## src/rtl/cc_meta_pkg.sv

```systemverilog
// Shared card-metadata definitions: classifier codes, ASCII record alphabet,
// record lengths and the byte generator used by the metadata record transmitter.
package cc_meta_pkg;

  // Brand codes published by the IIN prefix classifier
  localparam logic [2:0] BRAND_NONE     = 3'd0;
  localparam logic [2:0] BRAND_VISA     = 3'd1;
  localparam logic [2:0] BRAND_MC       = 3'd2;
  localparam logic [2:0] BRAND_AMEX     = 3'd3;
  localparam logic [2:0] BRAND_DISCOVER = 3'd4;
  localparam logic [2:0] BRAND_JCB      = 3'd5;

  // Issuer codes (5-bit space, only a few named here)
  localparam logic [4:0] ISS_UNKNOWN    = 5'd0;
  localparam logic [4:0] ISS_GENERIC    = 5'd1;

  // Card type codes
  localparam logic [1:0] TYPE_CREDIT    = 2'd0;
  localparam logic [1:0] TYPE_DEBIT     = 2'd1;
  localparam logic [1:0] TYPE_PREPAID   = 2'd2;
  localparam logic [1:0] TYPE_UNKNOWN   = 2'd3;

  // ASCII alphabet of the record
  localparam logic [7:0] ASC_V  = 8'h56;
  localparam logic [7:0] ASC_I  = 8'h49;
  localparam logic [7:0] ASC_H  = 8'h48;
  localparam logic [7:0] ASC_M  = 8'h4D;
  localparam logic [7:0] ASC_CR = 8'h0D;
  localparam logic [7:0] ASC_LF = 8'h0A;
  localparam logic [7:0] ASC_0  = 8'h30;
  localparam logic [7:0] ASC_A  = 8'h41;

  // Record lengths without the optional CR
  localparam logic [3:0] REC_LEN_VALID   = 4'd7;
  localparam logic [3:0] REC_LEN_INVALID = 4'd2;

  typedef enum logic {
    ST_IDLE = 1'b0,
    ST_SEND = 1'b1
  } tx_state_e;

  typedef struct packed {
    logic       valid;
    logic       hit;
    logic [2:0] brand;
    logic [4:0] issuer;
    logic [1:0] type_id;
  } meta_snap_t;

  // Uppercase hex digit for one nibble
  function automatic logic [7:0] nib2hex(input logic [3:0] n);
    logic [7:0] h;
    if (n < 4'd10) begin
      h = ASC_0 + {4'd0, n};
    end else begin
      h = ASC_A + ({4'd0, n} - 8'd10);
    end
    return h;
  endfunction

  // Total record length including the line ending
  function automatic logic [3:0] meta_rec_len(input meta_snap_t s, input logic eol_crlf);
    logic [3:0] len;
    if (s.valid) begin
      len = REC_LEN_VALID + {3'd0, eol_crlf};
    end else begin
      len = REC_LEN_INVALID + {3'd0, eol_crlf};
    end
    return len;
  endfunction

  // Byte at position idx of the record describing snapshot s
  function automatic logic [7:0] meta_rec_byte(input logic [3:0] idx, input meta_snap_t s,
                                               input logic eol_crlf);
    logic [7:0] b;
    b = 8'h00;
    if (s.valid) begin
      case (idx)
        4'd0:    b = ASC_V;
        4'd1:    b = ASC_0 + {5'd0, s.brand};
        4'd2:    b = ASC_0 + {7'd0, s.issuer[4]};
        4'd3:    b = nib2hex(s.issuer[3:0]);
        4'd4:    b = ASC_0 + {6'd0, s.type_id};
        4'd5:    b = s.hit ? ASC_H : ASC_M;
        4'd6:    b = eol_crlf ? ASC_CR : ASC_LF;
        4'd7:    b = ASC_LF;
        default: b = 8'h00;
      endcase
    end else begin
      case (idx)
        4'd0:    b = ASC_I;
        4'd1:    b = eol_crlf ? ASC_CR : ASC_LF;
        4'd2:    b = ASC_LF;
        default: b = 8'h00;
      endcase
    end
    return b;
  endfunction

endpackage

```

## src/rtl/meta_report_tx.sv

```systemverilog
// Card-metadata record transmitter: snapshots one classification result on a
// request pulse and streams it as an ASCII record over a valid/ready byte link.
module meta_report_tx
  import cc_meta_pkg::*;
#(
  parameter bit EOL_CRLF = 1'b0
) (
  input  logic        clk,
  input  logic        rst_n,
  input  logic        start,
  input  logic        report_req,
  input  logic        meta_valid,
  input  logic        meta_hit,
  input  logic [2:0]  brand_id,
  input  logic [4:0]  issuer_id,
  input  logic [1:0]  type_id,
  output logic [7:0]  tx_data,
  output logic        tx_valid,
  input  logic        tx_ready,
  output logic        busy,
  output logic        overrun,
  output logic [15:0] rec_count
);

  tx_state_e   state_q, state_d;
  meta_snap_t  snap_q, snap_d;
  logic [3:0]  idx_q, idx_d;
  logic        tx_valid_q, tx_valid_d;
  logic [7:0]  tx_data_q, tx_data_d;
  logic        overrun_q, overrun_d;
  logic [15:0] rec_count_q, rec_count_d;

  meta_snap_t  req_snap;
  logic        hs;
  logic        last_byte;
  logic        drop;

  // Live classifier result, captured into the snapshot on a request
  always_comb begin
    req_snap         = '0;
    req_snap.valid   = meta_valid;
    req_snap.hit     = meta_hit;
    req_snap.brand   = brand_id;
    req_snap.issuer  = issuer_id;
    req_snap.type_id = type_id;
  end

  assign hs        = tx_valid_q & tx_ready;
  assign last_byte = (idx_q == (meta_rec_len(snap_q, EOL_CRLF) - 4'd1));

  // Next-state logic: record sequencing, drop detection, output byte precompute
  always_comb begin
    state_d     = state_q;
    snap_d      = snap_q;
    idx_d       = idx_q;
    tx_valid_d  = tx_valid_q;
    rec_count_d = rec_count_q;
    drop        = 1'b0;
    case (state_q)
      ST_IDLE: begin
        if (report_req) begin
          state_d    = ST_SEND;
          snap_d     = req_snap;
          idx_d      = 4'd0;
          tx_valid_d = 1'b1;
        end else begin
          tx_valid_d = 1'b0;
        end
      end
      ST_SEND: begin
        tx_valid_d = 1'b1;
        if (hs && last_byte) begin
          rec_count_d = rec_count_q + 16'd1;
          if (report_req) begin
            // Chain the next record straight on, no idle cycle
            snap_d = req_snap;
            idx_d  = 4'd0;
          end else begin
            state_d    = ST_IDLE;
            tx_valid_d = 1'b0;
          end
        end else begin
          if (hs) begin
            idx_d = idx_q + 4'd1;
          end else begin
            idx_d = idx_q;
          end
          drop = report_req;
        end
      end
      default: begin
        state_d    = ST_IDLE;
        tx_valid_d = 1'b0;
      end
    endcase

    // A drop in the same cycle as start keeps the flag set
    if (drop) begin
      overrun_d = 1'b1;
    end else if (start) begin
      overrun_d = 1'b0;
    end else begin
      overrun_d = overrun_q;
    end

    // Byte is computed from the next index so the output can be registered
    if (tx_valid_d) begin
      tx_data_d = meta_rec_byte(idx_d, snap_d, EOL_CRLF);
    end else begin
      tx_data_d = 8'h00;
    end
  end

  // State, snapshot and registered outputs
  always_ff @(posedge clk or negedge rst_n) begin
    if (!rst_n) begin
      state_q     <= ST_IDLE;
      snap_q      <= '0;
      idx_q       <= 4'd0;
      tx_valid_q  <= 1'b0;
      tx_data_q   <= 8'h00;
      overrun_q   <= 1'b0;
      rec_count_q <= 16'd0;
    end else begin
      state_q     <= state_d;
      snap_q      <= snap_d;
      idx_q       <= idx_d;
      tx_valid_q  <= tx_valid_d;
      tx_data_q   <= tx_data_d;
      overrun_q   <= overrun_d;
      rec_count_q <= rec_count_d;
    end
  end

  assign tx_data   = tx_data_q;
  assign tx_valid  = tx_valid_q;
  assign busy      = tx_valid_q;
  assign overrun   = overrun_q;
  assign rec_count = rec_count_q;

endmodule

```

## config.mk

```make
export PLATFORM = sky130hd
export DESIGN_NAME = meta_report_tx
export DESIGN_NICKNAME = d
export VERILOG_FILES = /design/src/rtl/cc_meta_pkg.sv /design/src/rtl/meta_report_tx.sv
export SDC_FILE = /design/constraint.sdc
export NUM_CORES = 1
export LEC_CHECK = 0
export CAP_MARGIN = 20
export CORE_MARGIN = 2
export CORE_UTILIZATION = 30
export DETAILED_ROUTE_END_ITERATION = 12
export PLACE_DENSITY_LB_ADDON = 0.05
export SYNTH_ARGS = -nofsm -noshare
export SYNTH_HDL_FRONTEND = slang
export SYNTH_SLANG_ARGS = --single-unit
```

## constraint.sdc

```tcl
create_clock -name clk -period 3.2 [get_ports clk]
set_input_delay 0.32 -clock clk [delete_from_list [all_inputs] [get_ports clk]]
set_output_delay 0.32 -clock clk [all_outputs]
set_load 0.01 [all_outputs]
```

==> reports/metrics.cfg <==
[run]
drv_cap = 0

[clocking]
h-tree-depth = 2
clock_sinks = 41
worstSkewPairLatency_ps = 290
root_buffer = clkbuf_8
clock_path_buffers = 2
cts_tree = done
clk_pin_slew_worst_paths_ps = 80
cts_buffers = 5
hold_buffers = 0

[synth]
synth_area_per_cell_um2 = 10.3
synth_edf_count = 0
yosys-mux-area-fraction_pct = 7.39
yosys-top-cells-count = 41 x dfrtp_1, 22 x nand2_1, 12 x xnor2_1, 11 x a21oi_1, 11 x mux2_2
yosys.area_share.simple_pct = 19.4
synth_nets = 237
ys_ff_latch = 41
yosysUniqueCellTypes = 52
synth_top_cell_area_share_pct = 46.3
synth_top_family_by_area = simple AND/OR/NAND/NOR gates
post-synth-top-count-cell = dfrtp_1
synthArstFlopShare_pct = 100
syn_area_um2 = 2220
yosysTopAreaCell = dfrtp_1
synth_xor_area_share_pct = 7.51
synth_compound_area_share_pct = 11.8
synth_warnings = 0
yosys-top-cells-area = dfrtp_1 46%, mux2_2 5.6%, xnor2_1 4.7%, nand2_1 3.7%, ha_1 2.8%
synth_fa_ha_area_share_pct = 2.82
synth_seq_area_share_pct = 46.3
postSynthCellCount = 215
yosys_most_used_dff = dfrtp_1

[worst_setup_path]
crit_type = flip-flop to flip-flop
r2r_cells = 11
critPathMaxFanout = 5
cp.required_ps = 3390
cp_cell_sequence = or4b_4 -> a21oi_1 -> or2b_4 -> mux2_2 -> inv_1 -> ha_1 -> nand2_1 -> mux2i_2 -> xnor2_1 -> a2111o_1 -> a311oi_2
start_kind = flip-flop
r2r_start = idx_q[1]
timing.rr.end = tx_data[3]
cp-end-kind = flip-flop
critPathSlowestCell = or4b_4
max_stage_delay_ps = 540
arrival_ps = 3210
r2r_slack_ps = 180

[routing]
drcViolationCount = 0
ant_nets = 0
drtPass1Iterations = 4
drt-vias-per-instance = 4.79
wl_per_cell_um = 14.1
vias = 1757
initialDrtViolationCount = 95
wirelength_um = 5170

[placed_design]
io_buffers = 42
gp_congestion = 0.768
dpl.cell_count = 356
dp_hpwl_um = 3780

[pwr]
leakagePower_nw = 1.20
switchingPower_uw = 992
ir_drop_uv = 277
cellPowerDensity_nw_per_um2 = 852
swShare_pct = 40.4
p_int_mw = 1.46
p_clk_share_pct = 14.2
pwr-share-seq_pct = 31.9
combPwrFrac_pct = 53.8

[finish]
antennaDiodeCount = 0
syn2layout_area_growth_pct = 30.1
layout.cells.non_filler = 367
final_core_util_pct = 40.0
nNetsFinal = 290
num-fill-cells = 767
final_layout_size_suffix_gt1_share_pct = 17.9

[grt]
grt_pass1_vias = 1734
antenna_found_initial = 0
grt_max_degree = 42
met3_usage_pct = 3.10
grt_overflow_total = 0
grt_pass1_wl_um = 8480
grt_usage_pct = 12.9
use_met1_pct = 17.0
met2_usage_pct = 21.2
grt-busiest-layer = met2

[floorplan]
initial_core_util_pct = 30.7
std_cell_rows = 31
die_area_um2 = 8090
die_x_um = 90.0
core_area_um2 = 7210
chipHeight_um = 90.0
pin_count = 44

[sta]
timing.fmax_mhz = 331
fin_skew_ps = 5.97
fin_crit_sh_pct = 94.3
setup-violations-final = 0
drv_slew = 0
setup_tns_ps = 0
tightest_slew_ps = 948
rsz0062_at_grt = no
period_needed_ps = 3020
relSlewSlack_pct = 36.8
hold_violations = 0
worst_hold_slack_ps = 172

[hold_path]
min_path_type = input pin to async pin

[outcome]
status = finished clean

==> flip-flops by register name (all words and copies together), names as in the netlist <==
signal and flops:
rec_count 16, snap_q 12, tx_data 7, idx_q 4
busy 1, overrun 1
==> metal layers <==
metal | vias to the layer above | share of wire, %
li1 | 877 | -
met1 | 833 | 49
met2 | 40 | 46
met3 | 7 | 3.8
met4 | 0 | 1.8
met5 | - | 0
==> cells by family after synthesis <==
family,count (synthesis)
DFF,41
and+or+nand+nor,77
other,1
AOI/OAI and AO/OA,40
xor gates and xnor gates,19
adders and majority gates,5
muxes,15
buffers and inverters,17
==> repair_timing <==
action | 4_1_cts | 5_1_grt
hold endpoints to repair | 0 | 0
resized for setup | 0 | 3
setup endpoints to repair | 0 | 1
setup buffers | 0 | 4
==> worst max path at each step <==
stage / from / to / slack [ps] / cells past startpoint
final: idx_q[1] / tx_data[3] / 180 / 11
after detailed placement: idx_q[1] / tx_data[3] / 100 / 11
after floorplan: idx_q[2] / tx_data[3] / 120 / 13
after global placement: idx_q[1] / tx_data[3] / 180 / 11
after global routing: idx_q[1] / tx_data[3] / 20 / 11
after CTS: idx_q[1] / tx_data[3] / 80 / 11
==> area by class of cell <==
cell class	instances	area [um2]	share of cell area [%]
clock buffer	6	82.6	2.86
clock inverter	1	7.51	0.260
inverter	9	38.8	1.34
multi-input combinational	157	1100	38.1
sequential	41	1030	35.6
tap	99	124	4.30
timing repair buffer	54	505	17.5
==> power by group through the flow <==
stage               combinational, mW  clock [mW]  sequential (mW)
floorplan                       0.898           0            0.798
global placement                 1.28           0            0.805
detailed placement               1.27           0            0.805
CTS                              1.28       0.369            0.794
global route                     1.47       0.379            0.811
finish                           1.32       0.350            0.784
==> layout by cell type (no fill, tap or decap), drive strengths merged, types with 4 or more instances in the layout <==
| cell | n |
|---|---|
| ha | 5 |
| inv | 8 |
| buf | 13 |
| nor3 | 8 |
| xor2 | 7 |
| dfrtp | 41 |
| nand3 | 6 |
| nand4 | 8 |
| and3 | 4 |
| o21ai | 11 |
| clkdlybuf4s50 | 41 |
| clkbuf | 6 |
| a21oi | 12 |
| nor2 | 12 |
| mux2 | 11 |
| mux2i | 4 |
| nand3b | 4 |
| xnor2 | 12 |
| nand2 | 22 |
==> critical path, delay by kind of cell (launching register included) <==
kind                     cells  cell delay (ps)
buffers and inverters        1               80
flip-flops                   1              420
adder cells (fa/ha/maj)      1              160
AND/OR/NAND/NOR              3              780
XOR/XNOR                     1              100
multiplexers                 2              540
AO/OA/AOI/OAI                3              830
==> metrics by stage <==
stage	total power, mW	setup slack, ps	area [um2]
6_report	2.46	182	2880
5_1_grt	2.66	21.3	2880
4_1_cts	2.44	84.4	2840
3_5_place_dp	2.07	99.7	2750
3_3_place_gp	2.08	182	2750
2_1_floorplan	1.70	121	2220
Note: power is estimated with default switching activity, not from simulation.
